`src/rtl/display_scaler_if.sv`:
```
// rtl/display_scaler_if.sv - timing/buffer types and the framebuffer + VGA pin bundle
package display_scaler_pkg;
  typedef struct packed {
    int   h_res;
    int   h_fp;
    int   h_sync;
    int   h_bp;
    int   v_res;
    int   v_fp;
    int   v_sync;
    int   v_bp;
    logic hs_pol;   // 1 = sync pulse is high
    logic vs_pol;
  } video_mode_t;

  typedef struct packed {
    int width;
    int height;
    int data_width;
  } buffer_config_t;

  localparam video_mode_t VMODE_640x480p60 = '{
    h_res: 640, h_fp: 16, h_sync: 96, h_bp: 48,
    v_res: 480, v_fp: 10, v_sync: 2,  v_bp: 33,
    hs_pol: 1'b0, vs_pol: 1'b0
  };

  localparam buffer_config_t BUFFER_160x120x12 = '{width: 160, height: 120, data_width: 12};
endpackage

interface display_scaler_if #(
  parameter int ADDR_W = 16,
  parameter int DATA_W = 12
);
  logic [ADDR_W-1:0] read_addr;
  logic [DATA_W-1:0] read_data;
  logic              vga_hsync;
  logic              vga_vsync;
  logic [3:0]        vga_red;
  logic [3:0]        vga_green;
  logic [3:0]        vga_blue;

  modport master (
    output read_addr,
    input  read_data,
    output vga_hsync, vga_vsync, vga_red, vga_green, vga_blue
  );

  modport slave (
    input  read_addr,
    output read_data,
    input  vga_hsync, vga_vsync, vga_red, vga_green, vga_blue
  );
endinterface

```
`src/rtl/display_scaler.sv`:
```
// rtl/display_scaler.sv - VGA scan-out with integer up-scaling, border, page flip and read-latency matching
module display_scaler
  import display_scaler_pkg::*;
#(
  parameter video_mode_t    VIDEO_MODE    = VMODE_640x480p60,
  parameter buffer_config_t BUFFER_CONFIG = BUFFER_160x120x12,
  parameter int PAGES        = 2,
  parameter int READ_LATENCY = 1,
  parameter int PIXEL_FORMAT = 0,
  parameter int ADDR_W       = $clog2(PAGES * BUFFER_CONFIG.width * BUFFER_CONFIG.height)
) (
  input  logic        clk_pixel,
  input  logic        rstn_pixel,
  input  logic [1:0]  cfg_scale_shift,
  input  logic        cfg_page_req,
  input  logic [11:0] border_color,
  output logic        active_page,
  output logic        frame_start,
  output logic        vblank,
  display_scaler_if.master vga
);
  localparam int H_RES  = VIDEO_MODE.h_res;
  localparam int V_RES  = VIDEO_MODE.v_res;
  localparam int LW     = H_RES + VIDEO_MODE.h_fp + VIDEO_MODE.h_sync + VIDEO_MODE.h_bp;
  localparam int LH     = V_RES + VIDEO_MODE.v_fp + VIDEO_MODE.v_sync + VIDEO_MODE.v_bp;
  localparam int HS_BEG = H_RES + VIDEO_MODE.h_fp;
  localparam int HS_END = HS_BEG + VIDEO_MODE.h_sync;
  localparam int VS_BEG = V_RES + VIDEO_MODE.v_fp;
  localparam int VS_END = VS_BEG + VIDEO_MODE.v_sync;
  localparam int W      = BUFFER_CONFIG.width;
  localparam int H      = BUFFER_CONFIG.height;
  localparam int XW     = $clog2(LW);
  localparam int YW     = $clog2(LH);
  localparam int NFL    = 5;

  logic [XW-1:0]  x;
  logic [YW-1:0]  y;
  logic [1:0]     scale_q;
  logic [1:0]     s_eff;
  logic           page_eff;
  logic           first_px;
  logic [31:0]    x32, y32, xs, ys, addr32;
  logic           de0, in_img0, hs0, vs0;
  logic [NFL-1:0] flag_pipe [READ_LATENCY+1];
  logic           f_de, f_img, f_hs, f_vs, f_fs;
  logic [3:0]     pix_r, pix_g, pix_b;

  // The frame's first pixel already uses the newly requested scale/page,
  // so the whole frame is consistent and flips never tear.
  always_comb begin
    x32      = 32'(x);
    y32      = 32'(y);
    first_px = (x == '0) && (y == '0);
    s_eff    = first_px ? cfg_scale_shift : scale_q;
    page_eff = (PAGES > 1) && (first_px ? cfg_page_req : active_page);
    xs       = x32 >> s_eff;
    ys       = y32 >> s_eff;
    de0      = (x32 < 32'(H_RES)) && (y32 < 32'(V_RES));
    in_img0  = de0 && (xs < 32'(W)) && (ys < 32'(H));
    hs0      = (x32 >= 32'(HS_BEG)) && (x32 < 32'(HS_END));
    vs0      = (y32 >= 32'(VS_BEG)) && (y32 < 32'(VS_END));
    addr32   = (page_eff ? 32'(W * H) : 32'd0) + ys * 32'(W) + xs;
  end

  assign vblank = y32 >= 32'(V_RES);

  always_ff @(posedge clk_pixel or negedge rstn_pixel) begin
    if (!rstn_pixel) begin
      x <= '0;
      y <= '0;
    end else if (x == XW'(LW - 1)) begin
      x <= '0;
      y <= (y == YW'(LH - 1)) ? '0 : y + 1'b1;
    end else begin
      x <= x + 1'b1;
    end
  end

  always_ff @(posedge clk_pixel or negedge rstn_pixel) begin
    if (!rstn_pixel) begin
      scale_q     <= '0;
      active_page <= 1'b0;
    end else if (first_px) begin
      scale_q     <= cfg_scale_shift;
      active_page <= page_eff;
    end
  end

  // Timing flags ride alongside the fetch so they meet read_data at the last stage.
  always_ff @(posedge clk_pixel or negedge rstn_pixel) begin
    if (!rstn_pixel) begin
      vga.read_addr <= '0;
      for (int i = 0; i <= READ_LATENCY; i++) flag_pipe[i] <= '0;
    end else begin
      vga.read_addr <= in_img0 ? ADDR_W'(addr32) : '0;
      flag_pipe[0]  <= {de0, in_img0, hs0, vs0, first_px};
      for (int i = 1; i <= READ_LATENCY; i++) flag_pipe[i] <= flag_pipe[i-1];
    end
  end

  assign {f_de, f_img, f_hs, f_vs, f_fs} = flag_pipe[READ_LATENCY];

  generate
    if (PIXEL_FORMAT == 1) begin : g_rgb332
      assign pix_r = {vga.read_data[2:0], vga.read_data[2]};
      assign pix_g = {vga.read_data[5:3], vga.read_data[5]};
      assign pix_b = {vga.read_data[7:6], vga.read_data[7:6]};
    end else begin : g_rgb444
      assign pix_r = vga.read_data[3:0];
      assign pix_g = vga.read_data[7:4];
      assign pix_b = vga.read_data[11:8];
    end
  endgenerate

  always_ff @(posedge clk_pixel or negedge rstn_pixel) begin
    if (!rstn_pixel) begin
      vga.vga_hsync <= ~VIDEO_MODE.hs_pol;
      vga.vga_vsync <= ~VIDEO_MODE.vs_pol;
      vga.vga_red   <= '0;
      vga.vga_green <= '0;
      vga.vga_blue  <= '0;
      frame_start   <= 1'b0;
    end else begin
      vga.vga_hsync <= f_hs ? VIDEO_MODE.hs_pol : ~VIDEO_MODE.hs_pol;
      vga.vga_vsync <= f_vs ? VIDEO_MODE.vs_pol : ~VIDEO_MODE.vs_pol;
      frame_start   <= f_fs;
      if (!f_de) begin
        vga.vga_red   <= '0;
        vga.vga_green <= '0;
        vga.vga_blue  <= '0;
      end else if (!f_img) begin
        vga.vga_red   <= border_color[3:0];
        vga.vga_green <= border_color[7:4];
        vga.vga_blue  <= border_color[11:8];
      end else begin
        vga.vga_red   <= pix_r;
        vga.vga_green <= pix_g;
        vga.vga_blue  <= pix_b;
      end
    end
  end
endmodule

```
`src/flat_wrapper.sv`:
```
// flat-port wrapper written by rule: the top's interface ports become plain ports
module display_scaler_flat import display_scaler_pkg::*;
#(
  parameter video_mode_t    VIDEO_MODE    = VMODE_640x480p60,
  parameter buffer_config_t BUFFER_CONFIG = BUFFER_160x120x12,
  parameter int PAGES        = 2,
  parameter int READ_LATENCY = 1,
  parameter int PIXEL_FORMAT = 0,
  parameter int ADDR_W       = $clog2(PAGES * BUFFER_CONFIG.width * BUFFER_CONFIG.height)
)
  (clk_pixel, rstn_pixel, cfg_scale_shift, cfg_page_req, border_color, active_page, frame_start, vblank, vga_read_addr, vga_read_data, vga_vga_hsync, vga_vga_vsync, vga_vga_red, vga_vga_green, vga_vga_blue);
  display_scaler_if #(.ADDR_W(ADDR_W), .DATA_W(12)) vga_i ();
  input  logic clk_pixel;
  input  logic rstn_pixel;
  input  logic [1:0] cfg_scale_shift;
  input  logic cfg_page_req;
  input  logic [11:0] border_color;
  output logic active_page;
  output logic frame_start;
  output logic vblank;
  output wire logic [$bits(vga_i.read_addr)-1:0] vga_read_addr;
  input wire logic [$bits(vga_i.read_data)-1:0] vga_read_data;
  output wire logic [$bits(vga_i.vga_hsync)-1:0] vga_vga_hsync;
  output wire logic [$bits(vga_i.vga_vsync)-1:0] vga_vga_vsync;
  output wire logic [$bits(vga_i.vga_red)-1:0] vga_vga_red;
  output wire logic [$bits(vga_i.vga_green)-1:0] vga_vga_green;
  output wire logic [$bits(vga_i.vga_blue)-1:0] vga_vga_blue;
  assign vga_read_addr = vga_i.read_addr;
  assign vga_i.read_data = vga_read_data;
  assign vga_vga_hsync = vga_i.vga_hsync;
  assign vga_vga_vsync = vga_i.vga_vsync;
  assign vga_vga_red = vga_i.vga_red;
  assign vga_vga_green = vga_i.vga_green;
  assign vga_vga_blue = vga_i.vga_blue;
  display_scaler #(.VIDEO_MODE(VIDEO_MODE), .BUFFER_CONFIG(BUFFER_CONFIG), .PAGES(PAGES), .READ_LATENCY(READ_LATENCY), .PIXEL_FORMAT(PIXEL_FORMAT), .ADDR_W(ADDR_W)) u_core (.clk_pixel(clk_pixel), .rstn_pixel(rstn_pixel), .cfg_scale_shift(cfg_scale_shift), .cfg_page_req(cfg_page_req), .border_color(border_color), .active_page(active_page), .frame_start(frame_start), .vblank(vblank), .vga(vga_i));
endmodule
```
`config.mk`:
```
export PLATFORM = sky130hd
export DESIGN_NAME = display_scaler_flat
export DESIGN_NICKNAME = d
export VERILOG_FILES = /design/src/rtl/display_scaler_if.sv /design/src/rtl/display_scaler.sv /design/src/flat_wrapper.sv
export SDC_FILE = /design/constraint.sdc
export NUM_CORES = 1
export LEC_CHECK = 0
export CAP_MARGIN = 10
export CORE_AREA = 3 3 107 109
export DETAILED_ROUTE_END_ITERATION = 6
export DIE_AREA = 0 0 110 112
export GPL_TIMING_DRIVEN = 0
export PLACE_DENSITY = 0.61
export REMOVE_ABC_BUFFERS = 1
export SYNTH_ARGS = -nofsm -noshare
export SYNTH_HDL_FRONTEND = slang
export SYNTH_SLANG_ARGS = --single-unit
```
`constraint.sdc`:
```
create_clock -name clk_pixel -period 5.45 [get_ports clk_pixel]
set_clock_uncertainty 0.2 [all_clocks]
set_input_delay 1.09 -clock clk_pixel [delete_from_list [all_inputs] [get_ports clk_pixel]]
set_output_delay 1.09 -clock clk_pixel [all_outputs]
set_load 0.01 [all_outputs]
```
==> impl_results.md, run 1 <==
* Hold Violations, Final at 0
* Hold_buf cts at 0
* Compound-Gate Fraction of Synth Area at 10.9%
* Layout cells sized above 1 at 17.1%
* Min Tclk post-route at 5.35 ns
* Mux share of post-synthesis cell area at 10.1%
* Cts bufs inserted at 9
* WL/cell at about 15 um
* Synthesis-to-finish area growth at 28.9%
* Post-DRT Antenna Nets at 0
* Max-cap viol count at 0
* Cell count after synthesis at 382
* Synth area leaders: dfrtp_1 (39%), ha_1 (9.4%), mux2i_1 (7.8%), xnor2_1 (2.9%), nor2b_1 (2.8%)
* Via density per instance at between 5 and 6
* Syn_area_per_cell at 10.4 um2
* Die area at 12300 um2
* Slew Viols, Final at 0
* Setup violators final at 0
* Worst VDD drop at 104 uV
* Fmax at 187 MHz
* Total power at between 1 and 1.5 mW
* Post-synthesis sequential area ratio at 40.3%
* Detail Placement HPWL at between 6000 and 7000 um
* Top_reg_cell synth: dfrtp_1
* Initial drt markers at 119
* N_diodes at 0
* Total gr overflow at 0
* Final hold slack at 0.143 ns
* Worst hold path class: flip-flop to flip-flop
* Die Span Y at 112 um
* Initial antenna violation count at 0
* Root Driver: clkbuf_8
* GPL Wtd Cong at 0.791
* Clk pin slew, worst setup/hold paths at 0.08 ns
* Post-Syn Area at around 4000 um2
* Ys async rst share at 100%
* H-tree depth at 3
* First-pass GRT wire length at about 15000 um
* Status: finished, final reports clean
* Startpoint Class: flip-flop
* CTS tree: built
* Period Utilization, post-route at 98.1%
* Worst EP arrival at 5.34 ns
* Largest family of logic cells by synthesized area: simple AND/OR/NAND/NOR gates
* Synth Area in Adders at 11.4%
* Max-Slew Margin vs Limit at 35.7%
* Crit Path Max Fanout at 3
* Yosys top cell by area: dfrtp_1
* Die width at 110 um
* Vias at 3030
* IO Count at 62
* Net count, final at 513
* Drt pass-1 iters at 4
* Slew @ Worst Pin at 0.956 ns
* Simple-gate portion of the synthesized area at 16.7%
* Critical path class: flip-flop to flip-flop
* Clock Path Buffers at 2
* Core area at about 11000 um2
* Post-synth EDFFs at 0
* Skew-Pair Late Insertion Delay at around 0.34 ns
* P_leak at 2.35 nW
* Worst EP required at 5.45 ns
* Final cell count without fillers at 595
* # DRC at 0
* Initial Util at 37.2%
* Pwr dens at 196 nW/um2
* RSZ-0062 raised after global routing: true
* Post-Synth XOR/XNOR Area at roughly 5.4%
* Yosys warns at 0
* Vias in the first global route at 3001
* Row Count at 38
* Commonest non-fill, non-tap cell in the layout: clkdlybuf4s50_1
* DP Cell Count at about 560
* Yosys top cell area share at 39.0%
* Flops & latches, synth at 64
* Overall routing resource usage at 15.0%
* Post-synthesis cell type count at 56
* Most frequent cells in the layout: clkdlybuf4s50_1 (60), dfrtp_1 (59), ha_1 (28)
* Sink Count at 64
* Largest net degree at the start of global routing at 65
* Port Buffers at 61
* Routed wire length at 8900 um
* Nature of the critical path endpoint: flip-flop
==> per-stage QoR <==
stage	setup TNS, ns	setup WS [ns]	instance area (um2)	util, %
floorplan	-0.418	-0.237	3860	-
global placement	-4.86	-1.03	4640	43.4
detailed placement	-4.91	-1.06	4650	43.4
CTS	0	0.00240	5040	47.1
global route	-0.151	-0.118	5130	48.0
finish	0	0.104	5130	48.0
==> state kept, by name, summed over array words and instances, names as in the netlist, 2 cells and up <==
signal	count
u_core.flag_pipe	5
u_core.scale_q	2
u_core.vga.read_addr	16
u_core.vga.vga_blue	4
u_core.vga.vga_green	4
u_core.vga.vga_red	4
u_core.x	10
u_core.y	10
==> cells by family after synthesis <==
| group | after synthesis |
|---|---|
| flip-flops | 64 |
| XOR/XNOR | 23 |
| multiplexers | 38 |
| adder cells (fa/ha/maj) | 34 |
| AND/OR/NAND/NOR | 119 |
| AO/OA/AOI/OAI | 58 |
| buffers and inverters | 46 |
==> final timing paths <==
path	startpoint	endpoint	slack, ns	cells after the start
min	u_core.flag_pipe[8]	u_core.f_img	0.14	0
max	u_core.x[0]	u_core.vga.read_addr[15]	0.10	23
min in group asynchronous	rstn_pixel	u_core.vga.vga_red[2]	0.64	1
max in group asynchronous	rstn_pixel	u_core.x[9]	3.86	1
max reg2reg	u_core.x[0]	u_core.vga.read_addr[15]	0.10	23
min reg2reg	u_core.flag_pipe[8]	u_core.f_img	0.14	0
==> cell type report <==
type,instances,area [um2]
clock buffers,10,128
clock inverters,6,68.8
fillers,991,5570
inverters,22,92.6
multi-input cells,273,2290
flip-flops and latches,64,1610
well taps,140,175
repair buffers,80,767
==> timing repair <==
action | CTS | global route
buffers inserted | 12 | 7
resized for setup | 19 | 10
pin swaps | 3 | 13
hold endpoints to repair | 0 | 0
endpoints found under the setup margin | 7 | 5
cloned | 1 | 0
==> power breakdown <==
group / total, mW / switching [mW] / internal [mW]
registers: 0.490 / 0.00393 / 0.486
clock network: 0.407 / 0.193 / 0.214
logic: 0.112 / 0.0502 / 0.0613
==> per-layer routing <==
metal  wire (um)  global-route usage (%)
met5           0                       0
met4          55                    2.83
met3         584                    4.41
met2        4170                    23.7
met1        4090                    20.6
==> synthesized netlist by cell type (3+ instances only) <==
cell,n
a21o_1,3
nor3_1,11
a31oi_1,3
mux2i_1,31
buf_6,3
dfrtp_1,62
a211oi_1,4
ha_1,30
clkbuf_1,14
o21ai_0,18
nor3b_1,3
nand4_1,5
nor2b_1,18
nand3_1,12
and3_1,8
buf_2,3
nor2_1,22
nand2_1,21
o211ai_1,3
inv_1,20
mux2_2,6
nor4_1,5
xnor2_1,13
xor2_1,9
a2111oi_2,3
a21oi_1,9
fa_1,4
==> critical path: stages (launching register included) <==
cell and delay (ns):
dfrtp_2 0.41, inv_1 0.06, ha_1 0.14, or4b_4 0.48, and4b_1 0.32, a21oi_2 0.10, a21oi_4 0.24, buf_6 0.16
mux2i_4 0.24, mux2i_2 0.11, ha_1 0.32, ha_2 0.19, fa_1 0.48, inv_1 0.05, fa_1 0.49, inv_2 0.05
ha_4 0.26, o21ai_2 0.05, o21ai_1 0.15, a21o_1 0.19, a31oi_4 0.10, nor3b_2 0.20, xnor2_1 0.13, nor3_1 0.07
(Power assumes the default switching activity.)
==> run 2, diff against run 1 <==
--- a/config.mk
+++ b/config.mk
@@ -12,6 +12,7 @@
 export GPL_TIMING_DRIVEN = 0
 export PLACE_DENSITY = 0.61
 export REMOVE_ABC_BUFFERS = 1
+export SLEW_MARGIN = 15
 export SYNTH_ARGS = -nofsm -noshare
 export SYNTH_HDL_FRONTEND = slang
 export SYNTH_SLANG_ARGS = --single-unit
==> run 2 against run 1 <==
Effect of this change:
- combinational power barely moved
- first-iteration DRC count rose by 8.4%
- fmax fell by 0.44%
- largest cell class unchanged
- clock-buffer cell count did not move
- cell area rose by 0.44%
- via count rose by 0.76%
- non-clock buffer count rose by 1
- cell count rose by 0.17%
- critical endpoint unchanged
- register-to-register slack got worse by 0.02 ns
- critical path type unchanged
- clock power rose by 3%
- setup slack got worse by 0.024 ns
==> impl_results.md, run 2 (synthesis results as in run 1) <==
* Clock Path Buffers at 2 (unchanged)
* Drt pass-1 iters at 4 (unchanged)
* Hold_buf cts at 0 (unchanged)
* CTS tree: built
* Nature of the critical path endpoint: flip-flop
* Crit-path max cell delay at 0.49 ns (about the same)
* Port Buffers at 61 (unchanged)
* Vias in the first global route at 3057 (+1.9%)
* Hold Violations, Final at 0 (unchanged)
* Vias at 3053 (+0.76%)
* Reg2Reg Setup Slack at 0.08 ns (-0.02 ns)
* Largest regs: u_core.vga.read_addr (16), u_core.x (10), u_core.y (10)
* P_leak at 2.35 nW (about the same)
* # fillers at 1001 (+1.0%)
* Skew-Pair Late Insertion Delay at 0.34 ns (about the same)
* Final Cell Area at 5150 um2 (+0.44%)
* Die width at 110 um (unchanged)
* Net count, final at 514 (+0.19%)
* Register area at 1610 um2 (unchanged)
* Setup violators final at 0 (unchanged)
* Crit-path slowest cell: fa_1
* Setup TNS at 0 ns (unchanged)
* Die Span Y at 112 um (unchanged)
* Period Utilization, post-route at 98.5% (+0.44 points)
* Synthesis-to-finish area growth at 29.5%
* Worst EP arrival at 5.38 ns (+0.04 ns)
* Layout cells sized above 1 at 18.2% (+1.1 points)
* Number of flip-flops under the largest register name at 16 (unchanged)
* Worst setup endpoint: u_core.vga.read_addr[15]
* IO Count at 62 (unchanged)
* Max-cap viol count at 0 (unchanged)
* RSZ-0062 raised after global routing: true
* Crit path from: u_core.x[0]
* Core area at 10700 um2 (unchanged)
* Crit-path cells: inv_1, ha_1, or4b_4, and4b_2, a21oi_4, a21oi_4, buf_6, mux2i_4, mux2i_2, ha_1, ha_2, fa_1, inv_1, fa_1, inv_2, ha_4, o21ai_2, o21ai_1, a21o_1, a31oi_4, nor3b_2, xnor2_1, nor3_1
* Min Tclk post-route at 5.37 ns (+0.0238 ns)
* DP Cell Count at 561 (+0.36%)
* Critical path class: flip-flop to flip-flop
* First-pass GRT wire length at 14900 um (+0.56%)
* Die area at 12300 um2 (unchanged)
* Detail Placement HPWL at 6300 um (+1.4%)
* N_diodes at 0 (unchanged)
* Startpoint Class: flip-flop
* Worst EP required at 5.46 ns (about the same)
* Worst r2r src: u_core.x[0]
* Slew Viols, Final at 0 (unchanged)
* Row Count at 38 (unchanged)
* R2R cell count at 23 (unchanged)
* Pwr dens at 199 nW/um2 (+1.2%)
* Worst R2R End: u_core.vga.read_addr[15]
* GPL Wtd Cong at 0.791 (unchanged)
* Initial antenna violation count at 0 (unchanged)
* Routed wire length at 9050 um (+1.7%)
* Fmax at 186 MHz (-0.44%)
* Clk pin slew, worst setup/hold paths at 0.08 ns (about the same)
* Cts bufs inserted at 9 (unchanged)
* Via density per instance at 5.12 (+0.59%)
* Buf+Inv Stages, Crit Path at 4 (unchanged)
* Crit Path Max Fanout at 4 (+1)
* Largest delay contributor family on the critical path: adder cells
* Footprint of the multi-input gates at 2300 um2 (+0.38%)
* Root Driver: clkbuf_8
* DP Area at 4670 um2 (+0.54%)
* Commonest non-fill, non-tap cell in the layout: clkdlybuf4s50_1
* Placement Setup Slack at -1.07 ns (-0.00488 ns)
* Most flop-heavy register: u_core.vga.read_addr
* Post-DRT Antenna Nets at 0 (unchanged)
* Most frequent cells in the layout: clkdlybuf4s50_1 (60), dfrtp_1 (59), ha_1 (28)
* Worst VDD drop at 93.0 uV (-10%)
* WL/cell at 15.2 um (+1.5%)
* Slew @ Worst Pin at 0.630 ns (-0.326 ns)
* Initial Util at 37.2% (unchanged)
* Status: finished, final reports clean
* Initial drt markers at 129 (+8.4%)
* Max-Slew Margin vs Limit at 58.0% (+22 points)
* Largest net degree at the start of global routing at 40 (-38%)
* Crit path depth at 23 (unchanged)
* Final setup margin at 0.0806 ns (-0.0238 ns)
* Total gr overflow at 0 (unchanged)
* Sink Count at 64 (unchanged)
* H-tree depth at 3 (unchanged)
* Final cell count without fillers at 596 (+0.17%)
* Overall routing resource usage at 15.2% (+0.14 points)
* # DRC at 0 (unchanged)
* Worst hold path class: flip-flop to flip-flop
run 2: cell count changes in the layout (fill, tap and decap cells not counted), sizes merged:
cell | previous run | this run
buf | 20 | 21
clkinv | 4 | 3
clkinvlp | 1 | 2
run 2: what timing repair did:
| action | 4_1_cts | 5_1_grt |
|---|---|---|
| endpoints found under the setup margin | 7 | 5 |
| buffers inserted | 14 | 4 |
| pin swaps | 3 | 12 |
| resized for setup | 18 | 14 |
| cloned | 1 | 0 |
run 2: worst register-to-register path: cells and delay by family (launching register included):
kind	cells	cell delay (ns)
DFF	1	0.41
and+or+nand+nor	4	1.11
xor gates and xnor gates	1	0.13
buffers and inverters	4	0.32
muxes	2	0.34
AOI/OAI and AO/OA	6	0.85
adders and majority gates	6	1.88
run 2: report_power, final:
part / total, mW / leakage [nW] / switching, mW / internal [mW]
logic: 0.114 / 1.46 / 0.0516 / 0.0625
clock network: 0.421 / 0.0989 / 0.196 / 0.225
registers: 0.490 / 0.792 / 0.00381 / 0.486
total: 1.03 / 2.35 / 0.252 / 0.774
run 2: metal layers:
layer  routed length (um)  track usage [%]  vias to the layer above
li1                     -                -                     1487
met1                 4090             20.0                     1483
met2                 4280             24.5                       70
met3                  545             3.30                       13
met4                  137             5.15                        0
met5                    0                0                        -
run 2: area by class of cell:
class | instances | area share [%]
multi-input cells | 273 | 44.7
flip-flops and latches | 64 | 31.2
repair buffers | 81 | 15.0
well taps | 140 | 3.40
clock buffers | 10 | 2.67
inverters | 22 | 1.80
clock inverters | 6 | 1.31
run 2: worst min path at each step:
stage	endpoint	from	cells past startpoint
final	u_core.f_img	u_core.flag_pipe[8]	0
after global routing	u_core.frame_start	u_core.f_fs	0
after CTS	u_core.f_fs	u_core.flag_pipe[5]	0
after detailed placement	u_core.f_fs	u_core.flag_pipe[5]	0
after global placement	u_core.f_img	u_core.flag_pipe[8]	0
after floorplan	u_core.f_de	u_core.flag_pipe[9]	0
run 2: through the flow:
| stage | hold slack (ns) | util [%] | total power [mW] |
|---|---|---|---|
| after floorplan | 0.131 | - | 0.541 |
| after global placement | 0.132 | 43.4 | 0.600 |
| after detailed placement | 0.135 | 43.7 | 0.603 |
| after CTS | 0.152 | 47.4 | 1.04 |
| after global routing | 0.160 | 48.2 | 1.07 |
| final | 0.150 | 48.2 | 1.03 |
